--- src/rtl/sha1_padder.sv ---
// rtl/sha1_padder.sv - SHA-1 message padder: packs bytes into 512-bit blocks, appends 0x80, zeros and the bit length
// Optional block counter output blk_cnt is enabled by defining SHA1_PADDER_BLKCNT_EN.
module sha1_padder (
  input  logic         clk,
  input  logic         rst,
  input  logic [7:0]   in_data,
  input  logic         in_valid,
  input  logic         in_last,
  output logic         in_ready,
  output logic [511:0] block,
  output logic         block_valid,
  output logic         block_last,
  input  logic         block_ready
`ifdef SHA1_PADDER_BLKCNT_EN
  ,
  output logic [15:0]  blk_cnt
`endif
);

  typedef enum logic [1:0] {S_FILL, S_PAD, S_OUT, S_TAIL} state_t;
  typedef enum logic [1:0] {T_NONE, T_ZERO, T_MARK} tail_t;

  state_t       state_q, state_d;
  tail_t        tail_q, tail_d;
  logic [5:0]   idx_q, idx_d;
  logic [31:0]  len_q, len_d;
  logic [6:0]   p_q, p_d;
  logic [511:0] block_q, block_d;
  logic         last_q, last_d;
  logic [63:0]  len_bits;

  // Bit offset of byte b: word b/4 occupies [32k+31:32k], byte 0 of a word is its top byte.
  function automatic logic [8:0] byte_pos(input logic [5:0] b);
    return {b[5:2], ~b[1:0], 3'b000};
  endfunction

  assign in_ready    = (state_q == S_FILL);
  assign block_valid = (state_q == S_OUT);
  assign block_last  = last_q;
  assign block       = block_q;
  assign len_bits    = {29'd0, len_q, 3'b000};

  // Next-state and datapath: byte capture, padding, tail block construction.
  always_comb begin
    state_d = state_q;
    tail_d  = tail_q;
    idx_d   = idx_q;
    len_d   = len_q;
    p_d     = p_q;
    block_d = block_q;
    last_d  = last_q;
    case (state_q)
      S_FILL: begin
        if (in_valid) begin
          block_d[byte_pos(idx_q) +: 8] = in_data;
          idx_d = idx_q + 6'd1;
          len_d = len_q + 32'd1;
          if (in_last) begin
            p_d     = {1'b0, idx_q} + 7'd1;
            state_d = S_PAD;
          end else if (idx_q == 6'd63) begin
            last_d  = 1'b0;
            state_d = S_OUT;
          end
        end
      end
      S_PAD: begin
        // Marker at byte p, zeros after it; p=64 leaves the full data block untouched.
        for (int b = 0; b < 64; b++) begin
          if (7'(b) == p_q) begin
            block_d[byte_pos(6'(b)) +: 8] = 8'h80;
          end else if (7'(b) > p_q) begin
            block_d[byte_pos(6'(b)) +: 8] = 8'h00;
          end
        end
        if (p_q <= 7'd55) begin
          block_d[479:448] = len_bits[63:32];
          block_d[511:480] = len_bits[31:0];
          last_d = 1'b1;
          tail_d = T_NONE;
        end else if (p_q <= 7'd63) begin
          last_d = 1'b0;
          tail_d = T_ZERO;
        end else begin
          last_d = 1'b0;
          tail_d = T_MARK;
        end
        state_d = S_OUT;
      end
      S_OUT: begin
        if (block_ready) begin
          if (last_q) begin
            len_d   = 32'd0;
            idx_d   = 6'd0;
            tail_d  = T_NONE;
            last_d  = 1'b0;
            state_d = S_FILL;
          end else if (tail_q != T_NONE) begin
            state_d = S_TAIL;
          end else begin
            state_d = S_FILL;
          end
        end
      end
      S_TAIL: begin
        // Extra block when the length did not fit behind the marker.
        block_d = '0;
        if (tail_q == T_MARK) begin
          block_d[31:24] = 8'h80;
        end
        block_d[479:448] = len_bits[63:32];
        block_d[511:480] = len_bits[31:0];
        last_d  = 1'b1;
        state_d = S_OUT;
      end
      default: state_d = S_FILL;
    endcase
  end

  // State and datapath registers with asynchronous reset.
  always_ff @(posedge clk or posedge rst) begin
    if (rst) begin
      state_q <= S_FILL;
      tail_q  <= T_NONE;
      idx_q   <= 6'd0;
      len_q   <= 32'd0;
      p_q     <= 7'd0;
      block_q <= '0;
      last_q  <= 1'b0;
    end else begin
      state_q <= state_d;
      tail_q  <= tail_d;
      idx_q   <= idx_d;
      len_q   <= len_d;
      p_q     <= p_d;
      block_q <= block_d;
      last_q  <= last_d;
    end
  end

`ifdef SHA1_PADDER_BLKCNT_EN
  logic [15:0] cnt_q, cnt_d;
  logic        clr_q, clr_d;

  // Count block handshakes; restart at the first handshake of the next message.
  always_comb begin
    cnt_d = cnt_q;
    clr_d = clr_q;
    if (state_q == S_OUT && block_ready) begin
      cnt_d = (clr_q ? 16'd0 : cnt_q) + 16'd1;
      clr_d = last_q;
    end
  end

  // Block counter registers.
  always_ff @(posedge clk or posedge rst) begin
    if (rst) begin
      cnt_q <= 16'd0;
      clr_q <= 1'b0;
    end else begin
      cnt_q <= cnt_d;
      clr_q <= clr_d;
    end
  end

  assign blk_cnt = cnt_q;
`endif

endmodule
--- config.mk ---
export PLATFORM = sky130hd
export DESIGN_NAME = sha1_padder
export DESIGN_NICKNAME = d
export VERILOG_FILES = /design/src/rtl/sha1_padder.sv
export SDC_FILE = /design/constraint.sdc
export NUM_CORES = 1
export LEC_CHECK = 0
export ABC_AREA = 1
export CAP_MARGIN = 25
export CORE_UTILIZATION = 45
export CTS_CLUSTER_DIAMETER = 40
export DETAILED_ROUTE_END_ITERATION = 7
export PLACE_DENSITY = 0.74
export SLEW_MARGIN = 25
export SYNTH_ARGS = -nofsm -noshare
export SYNTH_HDL_FRONTEND = slang
export SYNTH_SLANG_ARGS = --single-unit
export TNS_END_PERCENT = 10
--- constraint.sdc ---
create_clock -name clk -period 18.2 [get_ports clk]
set_input_delay 2.73 -clock clk [delete_from_list [all_inputs] [get_ports clk]]
set_output_delay 2.73 -clock clk [all_outputs]
set_load 0.005 [all_outputs]
# --- Word level (Yosys, flattened, before mapping) ---
# Cells that the tools add are included.
totals:
  reg_bits: 562
  input_bits: 13
  out_inout_bits: 515
classes:
  addsub: 4
  n_lt_le_gt_ge: 66
  eq_ne: 138
  shifts: 2
  n_mux: 159
  bitwise: 1
  n_reduce_logical: 76
op_table:
  columns: ["operator", "count"]
  rows:
  - ["one-hot mux 512 bit (3 select lines)", 1]
  - ["2-to-1 mux 8 bit", 129]
  - ["bitwise mux 512 bit", 1]
  - ["2-to-1 mux 512 bit", 1]
  - ["variable shift 8 x 11 -> 512 bit (first input constant)", 1]
  - ["indexed part select 8 x 11 -> 512 bit", 1]
  - ["== test 6 x 7 -> 1 bit (first input constant)", 32]
  - ["> comparator 6 x 7 -> 1 bit (first input constant)", 32]
  - ["AND reduction 3 bit", 67]
  - ["inequality test 3 bit (second input constant)", 56]
  - ["== test 5 x 7 -> 1 bit (first input constant)", 16]
  - ["> comparator 5 x 7 -> 1 bit (first input constant)", 16]
  - ["2-to-1 mux 32 bit", 3]
  - ["2-to-1 mux 64 bit", 1]
  - ["one-hot mux 32 bit (2 select lines)", 1]
  - ["== test 4 x 7 -> 1 bit (first input constant)", 8]
  - ["> comparator 4 x 7 -> 1 bit (first input constant)", 8]
  - ["adder 32 x 1 -> 32 bit (second input constant)", 1]
  - ["inequality test 4 bit (second input constant)", 8]
  - ["== test 3 x 7 -> 1 bit (first input constant)", 4]
  - ["> comparator 3 x 7 -> 1 bit (first input constant)", 4]
  - ["2-to-1 mux 2 bit", 10]
  - ["2-to-1 mux 6 bit", 3]
  - ["== test 2 x 7 -> 1 bit (first input constant)", 2]
  - ["25 further kinds", 40]

# --- Longest topological paths before layout ---
depth:
  depth_word: 6
  depth_mapped: 14
  ltp_nobuf: 14

# --- Least setup slack after synthesis ---
# OpenSTA, ideal clock, no wires.
synth_path:
  path_kind: "input to register"
  startpoint: "input in_valid"
  endpoint: "register (tool-made name)"
  setup_time_ns: 0.131
  arrival_time_ns: 3.909
  required_time_ns: 18.069
  setup_slack_ns: 14.160
  cell_stages: 9
  path_buffers: 1
  cell_sequence: "inv_1 nand2_1 nand2_1 buf_2 nor2_2 nand2_1 nand2_1 a21boi_0 o21ai_0"
synth_rtl:
  columns: ["element", "line", "rtl"]
  rows:
  - ["from (decl)", "7", "input logic in_valid,"]

==> out/metrics.yaml <==
synthesis.nets: 3412
cap_viol_max_count: 0
dp_hpwl_um: 76000
p_clk_share_pct: 29.8
cp-start-kind: "input pin"
clk_pin_slew_worst_paths_ps: 50
area_growth_pct: 33.7
cts.sinks: 562
use_met3_pct: 7.02
coreArea_um2: 57900
max_clock_freq_mhz: 172
rrSetupSlack_ps: 13610
netlist_area_um2: 26500
ys_warn_count: 0
detail_route.iter0.violations: 3125
avgSynthCellArea_um2: 7.82
p_sw_share_pct: 46.2
worst_ep_arrival_time_ps: 6380
grtUsageMet2_pct: 53.9
p_int_mw: 2.95
critical_path_depth: 10
finalSetupTns_ps: 0
p_per_area_nw_per_um2: 155
post-place-ws_ps: 11550
crit_family: "simple AND/OR/NAND/NOR gates"
stdcell_area_um2: 35500
start_util_pct: 45.8
muxShareOfSynthArea_pct: 0
comb_power_share_pct: 42.5
numPlacedInstances: 4612
first_global_vias: 25400
placed_area_um2: 32500
io_buffers: 527
utilization_pct: 61.2
worst_pin_slew_ps: 1010
drive_gt1_share_pct: 7.17
dieArea_um2: 59900
vias: 26700
ys_top_cells_by_count: "1,313 x nand2_1, 562 x dfrtp_1, 293 x o21ai_0"
die_height_um: 245
grt_max_degree: 176
clockBufferDepth: 3
io-pin-count: 528
required_ps: 18760
die-width_um: 245
dr.pass1.iters: 6
rsz0062_at_grt: "no"
synth-compound-area-share_pct: 11.8
root_buffer: "clkbuf_16"
ys.flop_type: "dfrtp_1"
synthTopCellsByArea: "dfrtp_1 53%, nand2_1 19%, o21ai_0 5.5%"
path_max_fanout: 35
p_leak_nw: 16.7
track_usage_pct: 35.2
post_drt_wl_per_cell_um: 22.3
relSlewSlack_pct: 32.3
run_status: "complete, no violations"
switching_power_mw: 2.54
post-route-min-period_ps: 5820
startpoint: "in_valid"
grt_pass1_wl_um: 159000
cts_tree: "yes"
rr_worst_depth: 12
seq_area_um2: 14100
seqPwrFrac_pct: 27.6
hold_class: "flip-flop to flip-flop"
slowest_delay_ps: 970
routabilityCongestion: 0.995
htreeDepth: 3
maxSlewViolCount: 0
antenna_found_initial: 2
synth_top_family_by_area: "simple AND/OR/NAND/NOR gates"
yosysTopAreaCellShare_pct: 53.0
crit_chain: "clkdlybuf4s50_1 -> inv_1 -> nand2_1 -> nand2_1 -> clkinv_1 -> nand2_1 -> o21ai_0 -> nand2_1 -> nor2_1 -> nor2_1"
insertion_delay_ps: 630
fill_cells: 5142
multi_input_area_um2: 10900
r2r-start: "state_q[1]"
p_total_mw: 5.49
postCtsSetupBuffers: 0
synth-simple-area-share_pct: 28.5
hold_depth: 2
routed_wl_um: 106000
rows: 88
yosysMostFrequentCell: "nand2_1"
report.final.hold_viol_count: 0
ys_types: 50
skew_ps: 21.6
antenna_left: 0
async_flop_share_pct: 100
seq_area_frac_synth_pct: 53.0
worst_slack_ps: 12380
synth_xor_area_share_pct: 0.165
grt-ovfl-total: 0
critical_path_buf_inv_count: 3
synth_fa_ha_area_share_pct: 0.377
crit_slowest_cell: "clkinv_1"
synthCells: 3391
grtUsageMet1_pct: 46.8
worstSetupPathType: "input pin to flip-flop"
end_kind: "flip-flop"
synth_area_leader_cell: "dfrtp_1"
finalNonFillerCells: 4769
numCtsBuffers: 83
post-route-period-util_pct: 32.0
hold_buffers: 0
drc_errors: 0
nNetsFinal: 3955
top_usage_layer: "met2"
hold_slack_ps: 465
synth_edf_count: 0
synth_seq_cells: 562
finalSetupViolCount: 0
ctsResizeCount: 0
path_common_cell: "nand2_1"
peakVddDrop_uv: 118
via_per_inst: 5.60
==> placed cells by master (no fill, tap or decap), types with 4 or more instances in the layout <==
cell type and n:
a21oi_1 77, xor2_1 5, o21ai_0 293, nor2_1 251, o211ai_1 15, a21oi_2 9
dfrtp_1 562, o31ai_1 19, o21ai_1 33, clkinv_4 6, nor2_2 38, nand2_1 1313
inv_1 287, clkinv_2 5, a21oi_4 7, inv_8 8, nand3_1 154, o21bai_2 5
clkinv_1 7, clkbuf_8 10, clkbuf_1 8, nor2_4 7, nor3_1 34, inv_2 19
ha_1 8, clkinvlp_4 8, inv_6 16, clkbuf_16 87, clkdlybuf4s50_1 527, buf_4 19
nand2_4 5, nand2_2 9, nand4_1 30, o21a_1 4, o22ai_1 69
==> cell families after synthesis <==
logic type	Yosys count
flops	562
compound gates	550
simple gates	1857
buf+inv	409
fa+ha+maj	8
xor+xnor	5
==> metal layers <==
metal	share of wire (%)	vias to the layer above
met5	0	-
met2	45	1553
met1	39	12900
met4	5.8	0
li1	-	12000
met3	9.8	309
==> power groups by stage <==
stage	clock network, mW	registers (mW)	logic, mW
after global routing	1.70	1.53	2.48
after CTS	1.65	1.51	2.27
after floorplan	0	1.51	1.33
final	1.64	1.52	2.33
after global placement	0	1.53	2.24
after detailed placement	0	1.53	2.26
==> worst min-delay path: stages, from the launching register on <==
cell     delay, ps
dfrtp_1        340
nand2_1         50
nand2_1         50
==> worst min path at each step <==
stage | startpoint | to | slack, ps
after floorplan | flip-flop | flip-flop | 460
after global placement | block[468] | block[468] | 450
after detailed placement | block[465] | block[465] | 460
after CTS | block[465] | block[465] | 470
after global routing | flip-flop | flip-flop | 480
final | block[465] | block[465] | 470
==> layout make-up <==
type                    count  share of cell area [%]
inverters                 316                    3.37
clock buffers             105                    6.61
repair buffers            551                    15.5
multi-input cells        2420                    30.6
well taps                 765                    2.70
flip-flops and latches    562                    39.7
clock inverters            49                    1.48
diodes                      1                 0.00706
Note: power is estimated with default switching activity, not from simulation.
